[config.mk]
export PLATFORM = sky130hd
export DESIGN_NAME = i2c_bus_frontend
export DESIGN_NICKNAME = d
export VERILOG_FILES = /design/src/rtl/i2c_bus_frontend.sv
export SDC_FILE = /design/constraint.sdc
export NUM_CORES = 1
export LEC_CHECK = 0
export ABC_AREA = 1
export BUFFER_PORTS_ARGS = -buffer_cell sky130_fd_sc_hd__buf_4
export CELL_PAD_IN_SITES_DETAIL_PLACEMENT = 2
export CELL_PAD_IN_SITES_GLOBAL_PLACEMENT = 2
export CORE_ASPECT_RATIO = 1.2
export CORE_MARGIN = 5
export CORE_UTILIZATION = 31
export DETAILED_ROUTE_END_ITERATION = 8
export GPL_TIMING_DRIVEN = 0
export PLACE_DENSITY = 0.71
export REMOVE_ABC_BUFFERS = 1
export SLEW_MARGIN = 10
export SYNTH_ARGS = -nofsm -noshare
export SYNTH_HDL_FRONTEND = slang
export SYNTH_SLANG_ARGS = --single-unit
[constraint.sdc]
create_clock -name clk_i -period 1.4 [get_ports clk_i]
set_input_delay 0.42 -clock clk_i [delete_from_list [all_inputs] [get_ports clk_i]]
set_output_delay 0.42 -clock clk_i [all_outputs]
set_load 0.01 [all_outputs]
[src/rtl/i2c_bus_frontend.sv]
// i2c_bus_frontend
//   Conditions the raw SCL/SDA pad levels of an I2C bus: each line passes
//   through a synchroniser chain and a glitch filter.  The filtered levels
//   drive SCL edge detection, START/STOP detection and a bus-busy flag.
//   Every output is registered.
//
// Parameters
//   SYNC_STAGES  synchroniser flops per line (2..4)
//   FILTER_LEN   consecutive differing samples needed to accept a level change (1..15)
//
// Ports
//   clk_i       system clock, rising edge
//   rst_i       synchronous active-high reset
//   scl_i       raw asynchronous SCL pad level
//   sda_i       raw asynchronous SDA pad level
//   scl_o       filtered SCL level
//   sda_o       filtered SDA level
//   scl_rise_o  one-cycle pulse when scl_o goes 0->1
//   scl_fall_o  one-cycle pulse when scl_o goes 1->0
//   start_o     one-cycle pulse on START / repeated START
//   stop_o      one-cycle pulse on STOP
//   busy_o      bus held between START and STOP
module i2c_bus_frontend #(
    parameter int SYNC_STAGES = 2,
    parameter int FILTER_LEN  = 3
) (
    input  logic clk_i,
    input  logic rst_i,
    input  logic scl_i,
    input  logic sda_i,
    output logic scl_o,
    output logic sda_o,
    output logic scl_rise_o,
    output logic scl_fall_o,
    output logic start_o,
    output logic stop_o,
    output logic busy_o
);

    // Line index 0 is SCL, 1 is SDA; both lines share the same logic.
    localparam logic [3:0] CNT_MAX = 4'(FILTER_LEN - 1);

    typedef enum logic {
        IDLE,
        BUSY
    } state_t;

    logic [1:0]                  pad;
    logic [1:0][SYNC_STAGES-1:0] sync;
    logic [1:0][3:0]             cnt;
    logic [1:0][3:0]             cnt_next;
    logic [1:0]                  filt;
    logic [1:0]                  filt_next;
    state_t                      state;
    state_t                      state_next;

    assign pad = {sda_i, scl_i};

    // Synchronisers, filter counters and filtered levels; reset to idle bus.
    always_ff @(posedge clk_i) begin
        if (rst_i) begin
            sync <= '1;
            cnt  <= '0;
            filt <= '1;
        end else begin
            for (int unsigned l = 0; l < 2; l++) begin
                sync[l] <= {sync[l][SYNC_STAGES-2:0], pad[l]};
            end
            cnt  <= cnt_next;
            filt <= filt_next;
        end
    end

    // Counter runs only while the synchronised level disagrees with the
    // filtered one; the level flips once it has disagreed FILTER_LEN times.
    always_comb begin
        filt_next = filt;
        cnt_next  = '0;
        for (int unsigned l = 0; l < 2; l++) begin
            if (sync[l][SYNC_STAGES-1] != filt[l]) begin
                if (cnt[l] == CNT_MAX) begin
                    filt_next[l] = ~filt[l];
                end else begin
                    cnt_next[l] = cnt[l] + 4'd1;
                end
            end
        end
    end

    assign scl_o = filt[0];
    assign sda_o = filt[1];

    // Pulses are computed from the next filtered levels so they register in
    // the same cycle the new level first appears on scl_o/sda_o.  START/STOP
    // require SCL high both before and after, which also suppresses them
    // when SCL and SDA flip together.
    always_ff @(posedge clk_i) begin
        if (rst_i) begin
            scl_rise_o <= 1'b0;
            scl_fall_o <= 1'b0;
            start_o    <= 1'b0;
            stop_o     <= 1'b0;
        end else begin
            scl_rise_o <= filt_next[0] & ~filt[0];
            scl_fall_o <= ~filt_next[0] & filt[0];
            start_o    <= filt[0] & filt_next[0] & filt[1] & ~filt_next[1];
            stop_o     <= filt[0] & filt_next[0] & ~filt[1] & filt_next[1];
        end
    end

    // Bus ownership state
    always_ff @(posedge clk_i) begin
        if (rst_i) begin
            state <= IDLE;
        end else begin
            state <= state_next;
        end
    end

    always_comb begin
        state_next = state;
        case (state)
            IDLE:    if (start_o) state_next = BUSY;
            BUSY:    if (stop_o)  state_next = IDLE;
            default: state_next = IDLE;
        endcase
    end

    always_comb begin
        busy_o = (state == BUSY);
    end

endmodule
### Word-level counts from Yosys, hierarchy flattened

Index checks and enable logic that the tools add are counted.
W data, S select, Z words.

| operators by class | value |
|---|---|
| bitwise gates (word level) | 14 |
| equality and inequality tests | 4 |
| $add $sub $neg | 2 |
| reduce and logical (&&, ||, !) cells | 2 |
| muxes and demuxes | 7 |

Operators by type and width:

| operator | number |
|---|---|
| $add A4 B1 Y4 const B | 2 |
| $eq A4 B2 Y1 const B | 2 |
| $and A1 B1 Y1 | 7 |
| $not A1 Y1 | 7 |
| $mux W1 | 6 |
| $reduce_or A3 Y1 | 2 |
| $ne A1 B1 Y1 | 2 |
| $pmux W1 S2 | 1 |

| word-level totals | value |
|---|---|
| word-level logic and storage cells | 39 |
| input bits | 4 |
| output and inout bits | 7 |
| bits in registers | 19 |

### Longest topological paths before layout

| logic depth | value |
|---|---|
| word-level depth | 6 |
| depth in mapped cells | 7 |
| depth with buffers taken out | 7 |

### Worst setup path after synthesis

Ideal clock, no wire load.

| path | value |
|---|---|
| kind | flip-flop to flip-flop |
| start | register cnt[0] in the netlist's numbering |
| end | register start_o |
| arrival | 0.925 ns |
| library setup time | 0.064 ns |
| setup slack | 0.411 ns |
| data required time | 1.336 ns |
| clock period less this slack | 0.989 ns |
| cell stages (with the launch flop) | 8 |
| path buffers | 0 |
| cells stage by stage | dfxtp_1 > inv_1 > ha_1 > nand2_2 > nand2_2 > nand2_1 > nand2_1 > nor2_1 |

| on the way | value |
|---|---|
| word-level cells in the longest chain between the ends | 6 |

Ends and longest elaborated chain:

| element | line | source |
|---|---|---|
| start, declared | 50 | `logic [1:0][3:0] cnt;` |
| start signal, assigned | 69 | `cnt <= cnt_next;` |
| $eq A4 B2 Y1 | 81 | `if (cnt[l] == CNT_MAX) begin` |
| $mux W1 | 81 |  |
| $mux W1 | 80 | `if (sync[l][SYNC_STAGES-1] != filt[l]) begin` |
| $and A1 B1 Y1 (3 in series) | 106 | `start_o <= filt[0] & filt_next[0] & filt[1] & ~filt_next[1];` |
| end signal, assigned | 106 |  |
| end, declared | 35 | `output logic start_o,` |

Every way passes these cells.
A chain may end at the register's enable or synchronous reset.

### Final worst setup path

| path | value |
|---|---|
| start | register filt[1] |
| end | output sda_o |

RTL lines:

| element | line | source |
|---|---|---|
| start, declared | 52 | `logic [1:0] filt;` |
| start signal, assigned | 70 | `filt <= filt_next;` |
| end, declared | 32 | `output logic sda_o,` |

No word-level cell between the ends.

==> flow_metrics.tcl <==
set metrics [dict create \
    layout-drive-gt1-share_pct 29.76 \
    cp-start-kind "register" \
    clockRootBuffer "clkbuf_4" \
    hpwl_um 1038 \
    slowest_stage "dfxtp_1" \
    cts_buffer_depth 2 \
    die-height_um 61.94 \
    finalSetupViolCount 0 \
    leakage_nw 0.3522 \
    cts_tree "done" \
    design_area_um2 832.0 \
    r2r-start "cnt[4]" \
    wl_um 1286 \
    synth_largest_area_cell "dfxtp_1" \
    path_clk_slew_ps 100 \
    crit_arrival_ps 880 \
    synth-seq-cells 19 \
    grt_max_degree 11 \
    path_max_fanout 5 \
    power.total_mw 0.8533 \
    outcome "finished, final reports clean" \
    max_slew_margin_pct 84.88 \
    cts_num_sinks 19 \
    antenna_left 0 \
    rsz0062_at_grt "false" \
    synthCells 71 \
    post_drt_via_cell_ratio 4.447 \
    antennaDiodeCount 0 \
    startpoint "filt[1]" \
    grt_pass1_vias 565 \
    critPathKind "register to output port" \
    yosysSeqAreaShare_pct 54.58 \
    min_path_type "input pin to register" \
    avgSynthCellArea_um2 9.816 \
    utilization_pct 39.73 \
    critical-path-max-stage-delay_ps 430 \
    cts_setup_buffers 0 \
    finalHoldViolCount 0 \
    die_area_um2 3300 \
    min_period_ps 1299 \
    synth_area_leaders "dfxtp_1, ha_1, nor2_1" \
    finalMaxSlewViolations 0 \
    wire_per_inst_um 11.28 \
    chipWidth_um 53.29 \
    synth_top_area_share_pct 54.58 \
    first_iter_violations 1 \
    nNetsFinal 93 \
    max_freq_ghz 0.7698 \
    grt_pass1_wl_um 2366 \
    num_vias 507 \
    path_cells "buf_4" \
    critPathBufInv 1 \
    grt_antenna_before_repair 0 \
    clk_latency_ps 290 \
    worst_slew_pin_slew_ps 226.1 \
    pwr_density_cell_nw_per_um2 1026 \
    placed_area_um2 804.5 \
    skew_ps 4.192 \
    grt_use_total_pct 10.47 \
    finalSetupTns_ps 0 \
    worstSetupEndpointType "output port" \
    ir_worst_vdd_uv 400.2 \
    synth_flop_cell "dfxtp_1" \
    floorplan.io_pins 11 \
    min_from "sda_i" \
    min_period_over_period_pct 92.79 \
    num_rows 18 \
    route.detailed.drc 0 \
    numPortBuffers 10 \
    cp.required_ps 980 \
    critPathTopFamily "flip-flops" \
    synth-async-reset-ratio_pct 0 \
    dr.pass1.iters 2 \
    place_congestion 0.7013 \
    start_util_pct 33.27 \
    drv_cap 0 \
    syn_to_final_growth_pct 19.39 \
    synth_cell_types 20 \
    core_um2 2095 \
    synth_area_um2 696.9 \
    htree_num_levels 1 \
    ys.warnings.count 0 \
    fill_cells 257 \
    cts_made_buffers 3 \
    synth_edf_count 0 \
    overflow 0 \
]
==> stage by stage <==
step | instances | setup slack [ps] | hold WS, ps
2_1_floorplan | 70 | 411.4 | 389.5
3_3_place_gp | 110 | 305.7 | 393.5
3_5_place_dp | 110 | 276.8 | 399.0
4_1_cts | 114 | 73.90 | 285.7
5_1_grt | 114 | 34.14 | 284.6
6_report | 114 | 100.9 | 301.3
==> cell families (layout without fill, tap and decap cells) <==
group / after synthesis / after routing / share of synthesized area [%]
simple gates: 32 / 32 / 22.80
flops: 19 / 19 / 54.58
compound gates: 6 / 6 / 6.283
xor+xnor: 5 / 5 / 6.285
buf+inv: 5 / 18 / 2.871
fa+ha+maj: 4 / 4 / 7.182
==> Yosys cell counts (all sizes together) (2+ instances only) <==
| cell type | count |
|---|---|
| a21oi | 3 |
| dfxtp | 19 |
| ha | 4 |
| inv | 4 |
| nand2 | 7 |
| nand3 | 5 |
| nand4 | 2 |
| nor2 | 13 |
| o211ai | 2 |
| or2 | 4 |
| xnor2 | 2 |
| xor2 | 3 |
==> registers in the layout (all words and copies together), names as in the netlist <==
register	flops
scl_rise_o	1
stop_o	1
start_o	1
sync	4
cnt	8
busy_o	1
filt	2
scl_fall_o	1
==> timing repair <==
action / 4_1_cts / 5_1_grt
hold buffers: 0 / 0
endpoints found under the setup margin: 1 / 0
gates resized for setup: 1 / 0
==> metal layers <==
metal	up-vias	routed length [um]	global-route usage, %
met5	-	0	0
met4	0	58	9.854
met3	5	58	2.148
met2	12	637	17.86
met1	235	532	10.56
li1	255	-	-
==> power by group <==
part,switching [mW],total (mW),internal [mW]
combinational,0.0141,0.0275,0.0134
clock,0.161,0.272,0.111
sequential,0.00562,0.554,0.548
==> cells in the final DEF, fill, tap and decap left out <==
cell type  instances
or2_2              4
nor4_1             1
nand3_2            1
xor2_1             3
o211ai_2           1
nor2_2             2
a21oi_1            2
nand3_1            4
o21ai_0            1
nor2_1            11
buf_4             10
nand4_1            2
o211ai_1           1
a21oi_2            1
inv_1              4
xnor2_1            2
clkbuf_1           1
nand2_1            5
clkbuf_4           3
dfxtp_2            1
ha_1               4
nand2_2            2
dfxtp_1           18
==> worst paths after layout <==
path                            endpoint  slack [ps]  depth (start not counted)
worst max register to register    cnt[6]         280                          5
worst max-delay path               sda_o         100                          1
worst min-delay path             sync[2]         300                          2
worst min register to register   sync[3]         420                          1
==> final cells by class <==
| type | instances | area [um^2] | share of cell area, % |
|---|---|---|---|
| sequential | 19 | 381.6 | 45.86 |
| clock buffer | 4 | 26.28 | 3.158 |
| multi-input combinational | 47 | 296.5 | 35.64 |
| inverter | 4 | 15.01 | 1.805 |
| tap | 30 | 37.54 | 4.511 |
| timing repair buffer | 10 | 75.07 | 9.023 |
No activity file was read; power rests on OpenSTA's default activity.
